==> config.mk <==
export PLATFORM = sky130hd
export DESIGN_NAME = axi_rr_arbiter
export DESIGN_NICKNAME = d
export VERILOG_FILES = /design/src/rtl/axi_rr_arbiter.sv
export SDC_FILE = /design/constraint.sdc
export NUM_CORES = 1
export LEC_CHECK = 0
export BUFFER_PORTS_ARGS = -buffer_cell sky130_fd_sc_hd__buf_2
export CAP_MARGIN = 5
export CORE_AREA = 2 2 319 321
export CTS_CLUSTER_DIAMETER = 30
export DETAILED_ROUTE_END_ITERATION = 10
export DIE_AREA = 0 0 321 323
export GPL_TIMING_DRIVEN = 0
export SLEW_MARGIN = 15
export SYNTH_ARGS = -nofsm -noshare
export SYNTH_HDL_FRONTEND = slang
export SYNTH_SLANG_ARGS = --single-unit
export TNS_END_PERCENT = 10
==> constraint.sdc <==
create_clock -name clk -period 1.5 [get_ports clk]
set_input_delay 0.075 -clock clk [delete_from_list [all_inputs] [get_ports clk]]
set_output_delay 0.075 -clock clk [all_outputs]
set_load 0.1 [all_outputs]
==> src/rtl/axi_rr_arbiter.sv <==
// Round-robin arbiter sharing one AXI master port among NUM_INPUTS requesters.
// Read and write channels have independent grant FSMs, so one requester can
// hold the read channel while another (or the same one) holds the write channel.

package axi_rr_pkg;

  typedef struct packed {
    logic [31:0] araddr;
    logic [7:0]  arlen;
    logic        arvalid;
    logic        rready;
    logic [31:0] awaddr;
    logic [7:0]  awlen;
    logic        awvalid;
    logic [31:0] wdata;
    logic [3:0]  wstrb;
    logic        wlast;
    logic        wvalid;
    logic        bready;
  } axi_req;

  typedef struct packed {
    logic        arready;
    logic [31:0] rdata;
    logic [1:0]  rresp;
    logic        rlast;
    logic        rvalid;
    logic        awready;
    logic        wready;
    logic [1:0]  bresp;
    logic        bvalid;
  } axi_resp;

endpackage

module axi_rr_arbiter
  import axi_rr_pkg::*;
#(
  parameter int NUM_INPUTS = 4,
  parameter int IDX_W      = (NUM_INPUTS > 1) ? $clog2(NUM_INPUTS) : 1
) (
  input  logic                     clk,
  input  logic                     resetn,
  input  axi_req  [NUM_INPUTS-1:0] ireqs,
  input  axi_resp                  oresp,
  output axi_resp [NUM_INPUTS-1:0] iresps,
  output axi_req                   oreq,
  output logic                     rbusy,
  output logic                     wbusy,
  output logic    [IDX_W-1:0]      rgnt,
  output logic    [IDX_W-1:0]      wgnt
);

  typedef enum logic [1:0] {R_IDLE, R_ADDR, R_DATA} rstate_e;
  typedef enum logic [1:0] {W_IDLE, W_XFER, W_RESP} wstate_e;

  rstate_e               r_state_q, r_state_d;
  wstate_e               w_state_q, w_state_d;
  logic [IDX_W-1:0]      rgnt_q, rgnt_d, rptr_q, rptr_d;
  logic [IDX_W-1:0]      wgnt_q, wgnt_d, wptr_q, wptr_d;
  logic                  aw_done_q, aw_done_d, w_done_q, w_done_d;
  logic [NUM_INPUTS-1:0] ar_req, aw_req;
  logic [IDX_W:0]        r_pick, w_pick;
  logic                  ar_hs, r_last_hs, aw_hs, w_last_hs, b_hs;

  // Returns {found, index}: first requester at or above ptr, else lowest one.
  function automatic logic [IDX_W:0] rr_pick(input logic [NUM_INPUTS-1:0] req,
                                             input logic [IDX_W-1:0]      ptr);
    logic             lo_found, hi_found;
    logic [IDX_W-1:0] lo_sel, hi_sel;
    lo_found = 1'b0;
    hi_found = 1'b0;
    lo_sel   = '0;
    hi_sel   = '0;
    for (int i = NUM_INPUTS - 1; i >= 0; i--) begin
      if (req[i]) begin
        lo_found = 1'b1;
        lo_sel   = IDX_W'(i);
        if (i >= int'(ptr)) begin
          hi_found = 1'b1;
          hi_sel   = IDX_W'(i);
        end
      end
    end
    return hi_found ? {1'b1, hi_sel} : {lo_found, lo_sel};
  endfunction

  // Pointer value one past idx, wrapping at NUM_INPUTS.
  function automatic logic [IDX_W-1:0] rr_next(input logic [IDX_W-1:0] idx);
    if (int'(idx) >= NUM_INPUTS - 1) return '0;
    return idx + 1'b1;
  endfunction

  // Collect per-requester address-valid bits for the round-robin scans.
  always_comb begin
    ar_req = '0;
    aw_req = '0;
    for (int i = 0; i < NUM_INPUTS; i++) begin
      ar_req[i] = ireqs[i].arvalid;
      aw_req[i] = ireqs[i].awvalid;
    end
  end

  assign r_pick    = rr_pick(ar_req, rptr_q);
  assign w_pick    = rr_pick(aw_req, wptr_q);
  assign ar_hs     = oreq.arvalid & oresp.arready;
  assign r_last_hs = oresp.rvalid & oreq.rready & oresp.rlast;
  assign aw_hs     = oreq.awvalid & oresp.awready;
  assign w_last_hs = oreq.wvalid & oresp.wready & oreq.wlast;
  assign b_hs      = oresp.bvalid & oreq.bready;

  assign rbusy = (r_state_q != R_IDLE);
  assign wbusy = (w_state_q != W_IDLE);
  assign rgnt  = rgnt_q;
  assign wgnt  = wgnt_q;

  // Read FSM next state: grant in IDLE, then address phase, then data until rlast.
  always_comb begin
    r_state_d = r_state_q;
    rgnt_d    = rgnt_q;
    rptr_d    = rptr_q;
    case (r_state_q)
      R_IDLE: if (r_pick[IDX_W]) begin
        rgnt_d    = r_pick[IDX_W-1:0];
        rptr_d    = rr_next(r_pick[IDX_W-1:0]);
        r_state_d = R_ADDR;
      end
      R_ADDR:  if (ar_hs) r_state_d = R_DATA;
      R_DATA:  if (r_last_hs) r_state_d = R_IDLE;
      default: r_state_d = R_IDLE;
    endcase
  end

  // Write FSM next state: AW and last W may complete in any order before B.
  always_comb begin
    w_state_d = w_state_q;
    wgnt_d    = wgnt_q;
    wptr_d    = wptr_q;
    aw_done_d = aw_done_q;
    w_done_d  = w_done_q;
    case (w_state_q)
      W_IDLE: if (w_pick[IDX_W]) begin
        wgnt_d    = w_pick[IDX_W-1:0];
        wptr_d    = rr_next(w_pick[IDX_W-1:0]);
        w_state_d = W_XFER;
      end
      W_XFER: begin
        aw_done_d = aw_done_q | aw_hs;
        w_done_d  = w_done_q | w_last_hs;
        if (aw_done_d && w_done_d) begin
          aw_done_d = 1'b0;
          w_done_d  = 1'b0;
          w_state_d = W_RESP;
        end
      end
      W_RESP:  if (b_hs) w_state_d = W_IDLE;
      default: w_state_d = W_IDLE;
    endcase
  end

  // State, grant and pointer registers for both channels.
  always_ff @(posedge clk or negedge resetn) begin
    if (!resetn) begin
      r_state_q <= R_IDLE;
      rgnt_q    <= '0;
      rptr_q    <= '0;
      w_state_q <= W_IDLE;
      wgnt_q    <= '0;
      wptr_q    <= '0;
      aw_done_q <= 1'b0;
      w_done_q  <= 1'b0;
    end else begin
      r_state_q <= r_state_d;
      rgnt_q    <= rgnt_d;
      rptr_q    <= rptr_d;
      w_state_q <= w_state_d;
      wgnt_q    <= wgnt_d;
      wptr_q    <= wptr_d;
      aw_done_q <= aw_done_d;
      w_done_q  <= w_done_d;
    end
  end

  // Route the granted requester to the shared port and responses back to it.
  // Address valids pass only while that address is still outstanding, so a
  // requester already raising its next arvalid/awvalid cannot issue twice.
  always_comb begin
    oreq   = '0;
    iresps = '0;
    for (int i = 0; i < NUM_INPUTS; i++) begin
      if (rbusy && (rgnt_q == IDX_W'(i))) begin
        oreq.araddr       = ireqs[i].araddr;
        oreq.arlen        = ireqs[i].arlen;
        oreq.arvalid      = ireqs[i].arvalid & (r_state_q == R_ADDR);
        oreq.rready       = ireqs[i].rready;
        iresps[i].arready = oresp.arready;
        iresps[i].rdata   = oresp.rdata;
        iresps[i].rresp   = oresp.rresp;
        iresps[i].rlast   = oresp.rlast;
        iresps[i].rvalid  = oresp.rvalid;
      end
      if (wbusy && (wgnt_q == IDX_W'(i))) begin
        oreq.awaddr       = ireqs[i].awaddr;
        oreq.awlen        = ireqs[i].awlen;
        oreq.awvalid      = ireqs[i].awvalid & (w_state_q == W_XFER) & ~aw_done_q;
        oreq.wdata        = ireqs[i].wdata;
        oreq.wstrb        = ireqs[i].wstrb;
        oreq.wlast        = ireqs[i].wlast;
        oreq.wvalid       = ireqs[i].wvalid;
        oreq.bready       = ireqs[i].bready;
        iresps[i].awready = oresp.awready;
        iresps[i].wready  = oresp.wready;
        iresps[i].bresp   = oresp.bresp;
        iresps[i].bvalid  = oresp.bvalid;
      end
    end
  end

endmodule

# Word-level counts from Yosys, hierarchy flattened
# Cells that the tools add are included.
[totals] input_bits=532 romBits=0 ramBits=0 word_cells=153 latchBits=0 mem_count=0 output_inout_bits=296 ff_bits=14
[classes] n_eq_ne=16 n_div=0 addsub=2 muxes=78 shifts=0 order_cmp=8 reduce_logical=19 n_bitwise=22 multipliers=0
[op_table] operator="2-to-1 mux 80 bit" n=4
[op_table] operator="2-to-1 mux 42 bit" n=4
[op_table] operator="2-to-1 mux 37 bit" n=4
[op_table] operator="2-to-1 mux 2 bit" n=30
[op_table] operator="2-to-1 mux 1 bit" n=28
[op_table] operator="2-to-1 mux 5 bit" n=4
[op_table] operator="bitwise AND 1 bit" n=19
[op_table] operator="equality test 2 bit, second input constant" n=6
[op_table] operator="!= test 2 bit, second input constant" n=6
[op_table] operator="case mux 2 bit (3 select lines)" n=2
[op_table] operator="logical AND 1 bit" n=9
[op_table] operator="equality test 2 x 1 -> 1 bit, second input constant" n=4
[op_table] operator="greater-or-equal comparator 1 x 2 -> 1 bit, first input constant" n=4
[op_table] operator="logical NOT 2 bit" n=4
[op_table] operator="2-to-1 mux 3 bit" n=2
[op_table] operator="AND reduction 3 bit" n=2
[op_table] operator="adder 2 x 1 -> 2 bit, second input constant" n=2
[op_table] operator="greater-or-equal comparator 2 bit, first input constant" n=2
[op_table] operator="greater-or-equal comparator 2 bit, second input constant" n=2
[op_table] operator="AND reduction 2 bit" n=2
[op_table] operator="nonzero test 2 bit" n=2
[op_table] operator="bitwise OR 1 bit" n=2
[op_table] operator="NOT 1 bit" n=1

# Longest topological paths before layout
[logic_depth] ltp_word=13 mapped_depth=7

# Worst setup path after synthesis
# Ideal clock, no wire load.
[synth_path] path_kind="flip-flop to flip-flop" startpoint="register wgnt_q[1], in the netlist wgnt[1]" endpoint="register w_state_q[1]" path_slack_ns=-2.108 n_path_buf=1 synth_period_minus_slack_ns=3.608 stages_incl_launch_ff=7 arrival_time_ns=3.542 required_time_ns=1.434 setup_ns=0.066 path_cell_list="dfrtp_1 > buf_2 > o21ai_0 > o22ai_1 > a31oi_2 > nor2_2 > a22o_1"
[synth_rtl] element="start: declaration" line="60" text="logic [IDX_W-1:0] wgnt_q, wgnt_d, wptr_q, wptr_d;"
[synth_rtl] element="start signal: assignment" line="177" text="wgnt_q <= wgnt_d;"
[synth_rtl] element="end signal: assignment" line="176" text="w_state_q <= w_state_d;"
[synth_rtl] element="end: declaration" line="58" text="wstate_e w_state_q, w_state_d;"

==> results by group <==
Yosys
  • Ys Warns: 0
  • Ys flop type: dfrtp_1
  • Sequential area share after synthesis: 6.19%
  • Syn_nets: 1,095
  • Ys async rst share: 100%
  • Synth Instances: 563
  • Area of the mapped netlist: 0.00566 mm²
  • Post-synth EDFFs: 0
  • Cell variety after synth: 38
  • Post-synthesis register bit count: 14
  • Post-Syn Area per Cell: 10.0 µm²

Critical path
  • CP Launch Type: flip-flop
  • CP max-delay cell: mux4_2
  • CP Capture Type: output port
  • Crit Path Class: flip-flop to output port
  • Critical Path RT: 1.42 ns
  • CP Data Arrival Time: 2.19 ns
  • Critical path, cell by cell: buf_12 > buf_16 > buf_16 > mux4_2 > and2_4 > buf_12
  • CP max stage delay: 0.63 ns
  • CP max FO: 8

Job
  • Max cap viols: 0

Placement
  • PortBufs: 827
  • Cell count after placement: 2,701
  • GPL Wtd Cong: 0.869
  • Dpl hpwl: 71,300 µm
  • Place WS: -1.35 ns

Detailed routing
  • Residual DRC count: 0
  • Avg WL per Cell: 29.4 µm
  • Via count: 9,525
  • Drt total wl: 81,800 µm
  • Vias per Instance: 3.43
  • DR pass1 iterations: 4
  • Antenna viol nets, final: 0
  • 1st-iter DRT viols: 521

GRT
  • Initial antenna violation count: 114
  • Number of global-route vias before repair: 8,971
  • Tot GR Track Use: 14.3%
  • Grt total ovfl: 0
  • Largest net degree at the start of global routing: 15
  • First-pass GRT wire length: 95,400 µm

Clocking
  • CTS clk-pin slew, worst paths: 0.05 ns
  • Clock Sinks: 14
  • CTS Buf Count: 3
  • H-tree depth: 1
  • CTS tree: yes
  • Worst-Skew Late Latency: 0.25 ns
  • Clock tree buffer depth: 2
  • Root Buffer: clkbuf_16

Finish
  • Finished Layout Cells: 2,779
  • Fillers: 11,083
  • Layout cells sized above 1: 93.6%
  • Area Overhead vs Synth: 209%
  • Layout Nets: 1,968

Timing
  • Setup-violating endpoint count in the final report: 300
  • Fin Clk Skew: 0.000501 ns
  • Tmin final: 2.26 ns
  • Final-report hold violation count: 0
  • Max-slew headroom: 59.1%
  • Peak Freq: 0.442 GHz
  • Crit share post-route: 151%
  • Worst-Margin Slew: 0.618 ns
  • Max-slew violations: 0
  • PnR worst setup slack: -0.763 ns
  • RSZ-0062 raised after global routing: yes

Floorplanning
  • Starting Density: 5.62%
  • Die Ht: 323 µm
  • I/O Pins: 828
  • Core area: 0.101 mm²
  • Chip Width: 321 µm
  • Row cnt: 117
  • Area of the die: 0.104 mm²

Status
  • Failing checks: setup timing
  • Status: finished, violations left

Min path
  • Min-delay worst type: input port to flip-flop
==> cell usage after synthesis, drive strengths merged (5+ instances only) <==
library cell    n  share of area (%)
dfrtp          14                6.2
nand2           9               0.60
inv             5               0.33
a21oi           8               0.71
nor2           19                1.3
buf            23                2.7
o21ai           6               0.53
mux4          120                 48
mux2i           5               0.88
nand2b          5               0.55
and2          286                 32
clkbuf         32                2.1
==> metrics by stage <==
step,TNS (ns),instance area [µm²],utilization [%],hold slack [ns]
floorplan,-141.17,6100,-,-0.221
CTS,-168.94,15400,15.3,0.255
global placement,-332.14,11900,11.8,0.0345
global route,-160.99,17500,17.3,0.253
detailed placement,-268.63,11900,11.8,0.0354
finish,-141.31,17500,17.4,0.244
==> cell families after synthesis <==
logic type,count (synthesis),share of synthesized area [%]
mux,127,49.0
flops,14,6.19
simple gates,330,35.6
buf+inv,60,5.13
compound gates,31,3.91
xor+xnor,1,0.155
==> critical path: cells and delay by family (launching register included) <==
| family | cells | cell delay (ns) |
|---|---|---|
| flip-flops | 1 | 0.42 |
| buffers and inverters | 4 | 0.66 |
| multiplexers | 1 | 0.63 |
| AND/OR/NAND/NOR | 1 | 0.20 |
==> repair_timing <==
| action | 4_1_cts | 5_1_grt |
|---|---|---|
| setup buffers | 24 | 4 |
| hold endpoints to repair | 14 | 0 |
| gates cloned | 11 | 0 |
| hold buffers | 1 | 0 |
| setup endpoints to repair | 301 | 302 |
| pin swaps | 35 | 37 |
| resized for setup | 884 | 634 |
==> worst paths after layout <==
| path | from | endpoint | slack (ns) | cells past startpoint |
|---|---|---|---|---|
| max | wgnt[0] | oreq[9] | -0.76 | 6 |
| min | ireqs[39] | wgnt[0] | 0.24 | 3 |
| max reg2reg | wgnt[0] | w_state_q[1] | -0.50 | 8 |
| min reg2reg | rptr_q[1] | rptr_q[1] | 0.56 | 2 |
| max in group asynchronous | resetn | rgnt[1] | 0.78 | 2 |
| min in group asynchronous | resetn | wptr_q[1] | 0.38 | 2 |
==> area by class of cell <==
type	count	area [µm²]	area share, %
sequential	14	370	2.12
timing repair buffer	868	8690	49.7
buffer	55	769	4.40
clock buffer	4	88.8	0.508
multi-input combinational	489	5830	33.3
inverter	5	26.3	0.150
tap	1309	1640	9.36
antenna	35	87.6	0.501
==> sequential cells by signal, summed over array words and instances, names as in the netlist <==
| name | count |
|---|---|
| rptr_q | 2 |
| w_state_q | 2 |
| r_state_q | 2 |
| wptr_q | 2 |
| w_done_q | 1 |
| rgnt | 2 |
| aw_done_q | 1 |
| wgnt | 2 |
==> cells in the final DEF (no fill, tap or decap), drive strengths merged, types with 3 or more instances in the layout <==
cell type	n
buf	898
a31oi	3
clkbuf	28
a21oi	8
nor3b	3
nand2b	5
and2	286
o21ai	6
inv	3
dfrtp	14
diode	35
mux4	120
mux2i	5
nor2	19
nand2	9
==> layer usage <==
metal,vias to the layer above,GRT usage (%),share of wire [%]
met1,4579,14.6,32
met2,734,26.7,52
met3,251,6.25,11
li1,3867,-,-
met5,-,0,0.75
met4,94,3.05,3.9
Power is not shown: default switching activity piles up to over one toggle a cycle in this logic, so the estimate is an artifact.
